<file path="src/rtl/mem_bus_pkg.sv">
// mem_bus_pkg
//   Definitions shared between the memory-side responder and the control unit.
//   - Strobe bit positions inside the control word. The order is
//     MEM_W, MEM_RST, MEM_R, MEM_OE, MEM_CE, starting at bit 0.
//   - Responder FSM state type.
//   - Default fill value for the clear sweep.
package mem_bus_pkg;

  // Strobe bit positions in the control word
  localparam int MEM_W   = 0;
  localparam int MEM_RST = 1;
  localparam int MEM_R   = 2;
  localparam int MEM_OE  = 3;
  localparam int MEM_CE  = 4;
  localparam int CTRL_W  = 5;

  // Responder states
  typedef enum logic {
    IDLE  = 1'b0,
    CLEAR = 1'b1
  } resp_state_t;

  // Byte written to every location by the clear sweep
  localparam logic [7:0] CLR_VAL_DEFAULT = 8'h00;

endpackage : mem_bus_pkg

</file>
<file path="src/rtl/mem_bus_responder_spram.sv">
// spram_sync
//   Single-port synchronous byte RAM (DEPTH x DW). Infers block RAM.
//   The read data register updates only on a read access (en & ~we), so it
//   holds the last value read. The array has no reset.
// Ports:
//   clk    in   clock
//   en     in   access enable
//   we     in   write enable (qualified by en)
//   addr   in   AW-bit word address
//   wdata  in   write data
//   rdata  out  registered read data
module spram_sync #(
  parameter int DEPTH = 256,
  parameter int AW    = 8,
  parameter int DW    = 8
) (
  input  logic          clk,
  input  logic          en,
  input  logic          we,
  input  logic [AW-1:0] addr,
  input  logic [DW-1:0] wdata,
  output logic [DW-1:0] rdata
);

  logic [DW-1:0] mem_array [DEPTH];
  logic [DW-1:0] rdata_reg;

  always_ff @(posedge clk) begin
    if (en) begin
      if (we) begin
        mem_array[addr] <= wdata;
      end else begin
        rdata_reg <= mem_array[addr];
      end
    end
  end

  assign rdata = rdata_reg;

endmodule : spram_sync

</file>
<file path="src/rtl/mem_bus_responder.sv">
// mem_bus_responder
//   Memory-side responder for the CPU strobe bus. Services two-cycle reads
//   (address phase with mem_r, then output phase with mem_oe), single-cycle
//   writes, and a DEPTH-cycle clear sweep triggered by mem_rst.
// Ports:
//   clk        in   system clock
//   rst_n      in   asynchronous active-low reset
//   mem_ce     in   chip enable; all other strobes ignored when low
//   mem_r      in   read address phase
//   mem_oe     in   output enable
//   mem_w      in   write strobe
//   mem_rst    in   start (or restart) the clear sweep
//   addr_in    in   16-bit address; only the low AW bits index the array
//   data_in    in   write data
//   data_out   out  read data, 8'h00 when data_oe is low
//   data_oe    out  data_out valid (bus tristate enable)
//   busy       out  clear sweep in progress
//   proto_err  out  sticky protocol-violation flag
module mem_bus_responder
  import mem_bus_pkg::*;
#(
  parameter int         DEPTH   = 256,
  parameter int         AW      = 8,
  parameter logic [7:0] CLR_VAL = CLR_VAL_DEFAULT
) (
  input  logic        clk,
  input  logic        rst_n,
  input  logic        mem_ce,
  input  logic        mem_r,
  input  logic        mem_oe,
  input  logic        mem_w,
  input  logic        mem_rst,
  input  logic [15:0] addr_in,
  input  logic [7:0]  data_in,
  output logic [7:0]  data_out,
  output logic        data_oe,
  output logic        busy,
  output logic        proto_err
);

  localparam logic [AW-1:0] CLR_LAST = AW'(DEPTH - 1);

  resp_state_t   state_reg,     state_next;
  logic [AW-1:0] clr_cnt_reg,   clr_cnt_next;
  logic          proto_err_reg, proto_err_next;
  // The RAM read register cannot be reset, so the architectural read
  // register is modelled as "forced to zero" until the next accepted read.
  logic          rd_zero_reg,   rd_zero_next;

  logic          ram_en;
  logic          ram_we;
  logic [AW-1:0] ram_addr;
  logic [7:0]    ram_wdata;
  logic [7:0]    ram_rdata;
  logic [7:0]    rd_val;

  spram_sync #(
    .DEPTH (DEPTH),
    .AW    (AW),
    .DW    (8)
  ) u_ram (
    .clk   (clk),
    .en    (ram_en),
    .we    (ram_we),
    .addr  (ram_addr),
    .wdata (ram_wdata),
    .rdata (ram_rdata)
  );

  // Upper address bits alias onto the array.
  generate
    if (AW < 16) begin : g_alias
      logic unused_addr_hi;
      assign unused_addr_hi = ^addr_in[15:AW];
    end
  endgenerate

  always_ff @(posedge clk or negedge rst_n) begin
    if (!rst_n) begin
      state_reg     <= IDLE;
      clr_cnt_reg   <= '0;
      proto_err_reg <= 1'b0;
      rd_zero_reg   <= 1'b1;
    end else begin
      state_reg     <= state_next;
      clr_cnt_reg   <= clr_cnt_next;
      proto_err_reg <= proto_err_next;
      rd_zero_reg   <= rd_zero_next;
    end
  end

  always_comb begin
    state_next     = state_reg;
    clr_cnt_next   = clr_cnt_reg;
    proto_err_next = proto_err_reg;
    rd_zero_next   = rd_zero_reg;
    ram_en         = 1'b0;
    ram_we         = 1'b0;
    ram_addr       = addr_in[AW-1:0];
    ram_wdata      = data_in;

    case (state_reg)
      IDLE: begin
        if (mem_ce) begin
          if (mem_rst) begin
            // Sweep entry drops any concurrent access.
            state_next   = CLEAR;
            clr_cnt_next = '0;
            rd_zero_next = 1'b1;
            if (mem_r || mem_w) proto_err_next = 1'b1;
          end else if (mem_w) begin
            // Write wins over a simultaneous read.
            ram_en = 1'b1;
            ram_we = 1'b1;
            if (mem_r) proto_err_next = 1'b1;
          end else if (mem_r) begin
            ram_en       = 1'b1;
            rd_zero_next = 1'b0;
          end
        end
      end

      CLEAR: begin
        ram_en    = 1'b1;
        ram_we    = 1'b1;
        ram_addr  = clr_cnt_reg;
        ram_wdata = CLR_VAL;
        if (mem_ce && (mem_r || mem_w)) proto_err_next = 1'b1;
        if (mem_ce && mem_rst) begin
          clr_cnt_next = '0;
          rd_zero_next = 1'b1;
        end else if (clr_cnt_reg == CLR_LAST) begin
          state_next   = IDLE;
          clr_cnt_next = '0;
        end else begin
          clr_cnt_next = clr_cnt_reg + 1'b1;
        end
      end

      default: state_next = IDLE;
    endcase
  end

  assign busy      = (state_reg == CLEAR);
  assign proto_err = proto_err_reg;
  assign rd_val    = rd_zero_reg ? 8'h00 : ram_rdata;
  assign data_oe   = mem_ce & mem_oe & ~busy;
  assign data_out  = data_oe ? rd_val : 8'h00;

endmodule : mem_bus_responder

</file>
<file path="config.mk">
export PLATFORM = sky130hd
export DESIGN_NAME = mem_bus_responder
export DESIGN_NICKNAME = d
export VERILOG_FILES = /design/src/rtl/mem_bus_pkg.sv /design/src/rtl/mem_bus_responder_spram.sv /design/src/rtl/mem_bus_responder.sv
export SDC_FILE = /design/constraint.sdc
export NUM_CORES = 2
export LEC_CHECK = 0
export BUFFER_PORTS_ARGS = -buffer_cell sky130_fd_sc_hd__buf_2
export CELL_PAD_IN_SITES_DETAIL_PLACEMENT = 0
export CELL_PAD_IN_SITES_GLOBAL_PLACEMENT = 1
export CORE_MARGIN = 4
export CORE_UTILIZATION = 50
export CTS_CLUSTER_SIZE = 24
export DETAILED_ROUTE_END_ITERATION = 10
export GPL_ROUTABILITY_DRIVEN = 0
export PLACE_DENSITY_LB_ADDON = 0.1
export SYNTH_ARGS = -nofsm -noshare
export SYNTH_HDL_FRONTEND = slang
export SYNTH_SLANG_ARGS = --single-unit
</file>
<file path="constraint.sdc">
create_clock -name clk -period 8.85 [get_ports clk]
set_clock_uncertainty 0.2 [all_clocks]
set_input_delay 1.77 -clock clk [delete_from_list [all_inputs] [get_ports clk]]
set_output_delay 1.77 -clock clk [all_outputs]
set_load 0.03 [all_outputs]
</file>
==> impl_metrics.env <==
export IMPL_status="complete, no violations"
export IMPL_synth_ff_type="edfxtp_1"
export IMPL_period_needed_ps=5430
export IMPL_initial_core_util_pct=50.5
export IMPL_overflow=0
export IMPL_globalRouteMet3Util_pct=3.76
export IMPL_vias=42000
export IMPL_antenna_found_initial=9
export IMPL_io_buffers=33
export IMPL_grt_max_degree=213
export IMPL_worst_ep_arrival_time_ps=5740
export IMPL_slew_headroom_pct=11.8
export IMPL_grt_pass1_vias=41000
export IMPL_final_area_um2=89600
export IMPL_max_cap_violations=0
export IMPL_cts_root_buf="clkbuf_16"
export IMPL_yosys_top_cells_area="edfxtp_1 (77%), mux4_2 (9.9%), nand2_1 (3.1%)"
export IMPL_post_cts_buffers=0
export IMPL_top_usage_layer="met2"
export IMPL_crit_fanout=60
export IMPL_crit_chain="buf_2 > mux2_8 > buf_4 > mux4_2 > a22oi_1 > nand4_1 > o21ai_1 > o31a_1 > o2111ai_1"
export IMPL_dieArea_um2=167000
export IMPL_worst_pin_slew_ps=1320
export IMPL_dr_pass1_iters=6
export IMPL_worstPathRequired_ps=9170
export IMPL_pwr_density_cell_nw_per_um2=253
export IMPL_syn_num_nets=4555
export IMPL_cts_hold_buf=0
export IMPL_synthDistinctLibCells=47
export IMPL_drtIter0Drc=4929
export IMPL_die_height_um=409
export IMPL_placed_area_um2=83100
export IMPL_syn_area_per_cell_um2=17.8
export IMPL_grt_use_met2_pct=37.3
export IMPL_pin_count=42
export IMPL_yosys_warnings=0
export IMPL_num_rows=146
export IMPL_fin_cells=6895
export IMPL_coreArea_um2=159000
export IMPL_cts_htree_levels=4
export IMPL_synth_top_area_cell="edfxtp_1"
export IMPL_yosysTopAreaCellShare_pct=76.8
export IMPL_async_flop_share_pct=0.532
export IMPL_layout_nets=4606
export IMPL_path_class="input pin to register"
export IMPL_worst_slack_ps=3420
export IMPL_vdd_drop_max_mv=0.206
export IMPL_syn_inst=4523
export IMPL_crit_slowest_cell="buf_4"
export IMPL_clkSinkCount=2067
export IMPL_cts_tree="done"
export IMPL_pre_cts_ws_ps=2500
export IMPL_hold_viol=0
export IMPL_clk_pin_slew_ps=60
export IMPL_use_met1_pct=36.6
export IMPL_routed_wl_um=204000
export IMPL_mostFrequentLayoutCells="edfxtp_1 (2,056), nand2_1 (657), nand3_1 (375), mux4_2 (352), nor2_1 (266)"
export IMPL_cts_resized=0
export IMPL_setup_viol=0
export IMPL_clockBufferDepth=3
export IMPL_worst_path_largest_cell_delay_ps=810
export IMPL_mostFrequentLayoutCell="edfxtp_1"
export IMPL_ys_seq_elements=2067
export IMPL_numCtsBuffers=207
export IMPL_endpoint_kind="register"
export IMPL_timing_final_crit_share_pct=61.3
export IMPL_max_freq_ghz=0.184
export IMPL_power_w=0.0227
export IMPL_slew_violations=0
export IMPL_yosysSeqAreaShare_pct=77.2
export IMPL_largest_reg_flops=2048
export IMPL_setup_tns_ps=0
export IMPL_synth_edf_count=2056
export IMPL_grt_pass1_wl_um=294000
export IMPL_ant_nets=0
export IMPL_rsz0062_at_grt="no"
export IMPL_hp_class="register to register"
export IMPL_dp_hpwl_um=118000
export IMPL_wl_per_cell_um=29.6
export IMPL_layout_drive_gt1_share_pct=16.7
export IMPL_drc=0
export IMPL_syn_to_final_growth_pct=11.5
export IMPL_track_usage_pct=24.3
export IMPL_leakagePower_nw=28.3
export IMPL_die_x_um=409
export IMPL_via_per_inst=6.10
export IMPL_critPathLaunchType="input pin"
export IMPL_syn_area_um2=80400
export IMPL_clkLatencyLatePin_ps=830
export IMPL_dp_cells=6511
-- Yosys cell counts, types with 12 or more instances --
master / n
mux4_2: 352
buf_1: 26
clkbuf_1: 174
buf_2: 48
nand3_1: 375
a41oi_1: 16
a32oi_1: 16
a311oi_1: 32
nor2_1: 266
and3_1: 16
nand4_1: 138
o31ai_1: 16
buf_6: 12
edfxtp_1: 2056
mux2i_1: 20
buf_4: 16
nand2_1: 663
a22oi_1: 160
-- critical path: cells and delay by family --
| kind | cells | cell delay (ps) |
|---|---|---|
| buffers and inverters | 2 | 950 |
| AO/OA/AOI/OAI | 4 | 1250 |
| multiplexers | 2 | 1210 |
| AND/OR/NAND/NOR | 1 | 340 |
-- power by group --
part / switching, W / internal, W
logic: 0.00234 / 0.00119
registers: 0.0000423 / 0.0107
clock network: 0.00365 / 0.00479
-- worst paths after layout --
kind	slack [ps]	end	startpoint	cells after the start
setup / recovery	3420	u_ram.rdata[0]$_DFFE_PP_	addr_in[0]	9
hold / removal	260	rd_zero_reg$_DFFE_PN1P_	rd_zero_reg$_DFFE_PN1P_	2
setup reg to reg	3740	u_ram.rdata[0]$_DFFE_PP_	busy$_DFF_PN0_	8
hold reg to reg	260	rd_zero_reg$_DFFE_PN1P_	rd_zero_reg$_DFFE_PN1P_	2
max in group asynchronous	7560	rd_zero_reg$_DFFE_PN1P_	rst_n	1
min in group asynchronous	610	clr_cnt_reg[4]$_DFFE_PN0P_	rst_n	1
-- cells by family after synthesis --
| kind of cell | share of synthesized area [%] |
|---|---|
| AOI/OAI and AO/OA | 2.82 |
| xor gates and xnor gates | 0.0327 |
| adders and majority gates | 0.0156 |
| buffers and inverters | 1.57 |
| DFF | 77.2 |
| muxes | 10.2 |
| and+or+nand+nor | 8.23 |
-- layer usage --
| layer | vias to the layer above | wire length, µm |
|---|---|---|
| met5 | - | 13 |
| met4 | 2 | 5770 |
| met3 | 325 | 14200 |
| met2 | 1551 | 95600 |
| met1 | 22000 | 88200 |
| li1 | 18200 | - |
-- area by class of cell --
| cell class | count | area, µm² |
|---|---|---|
| antenna | 1 | 2.50 |
| timing repair buffer | 118 | 1040 |
| tap | 2146 | 2690 |
| clock inverter | 119 | 983 |
| sequential | 2067 | 62000 |
| clock buffer | 264 | 5500 |
| inverter | 4 | 15.0 |
| multi-input combinational | 2176 | 17400 |
| fill | 12200 | 69500 |
-- through the flow --
stage | util [%] | hold WS, ps
2_1_floorplan | - | 239
3_3_place_gp | 52.2 | 248
3_5_place_dp | 52.2 | 252
4_1_cts | 56.3 | 261
5_1_grt | 56.3 | 300
6_report | 56.3 | 261
No activity file was read; power rests on OpenSTA's default activity.
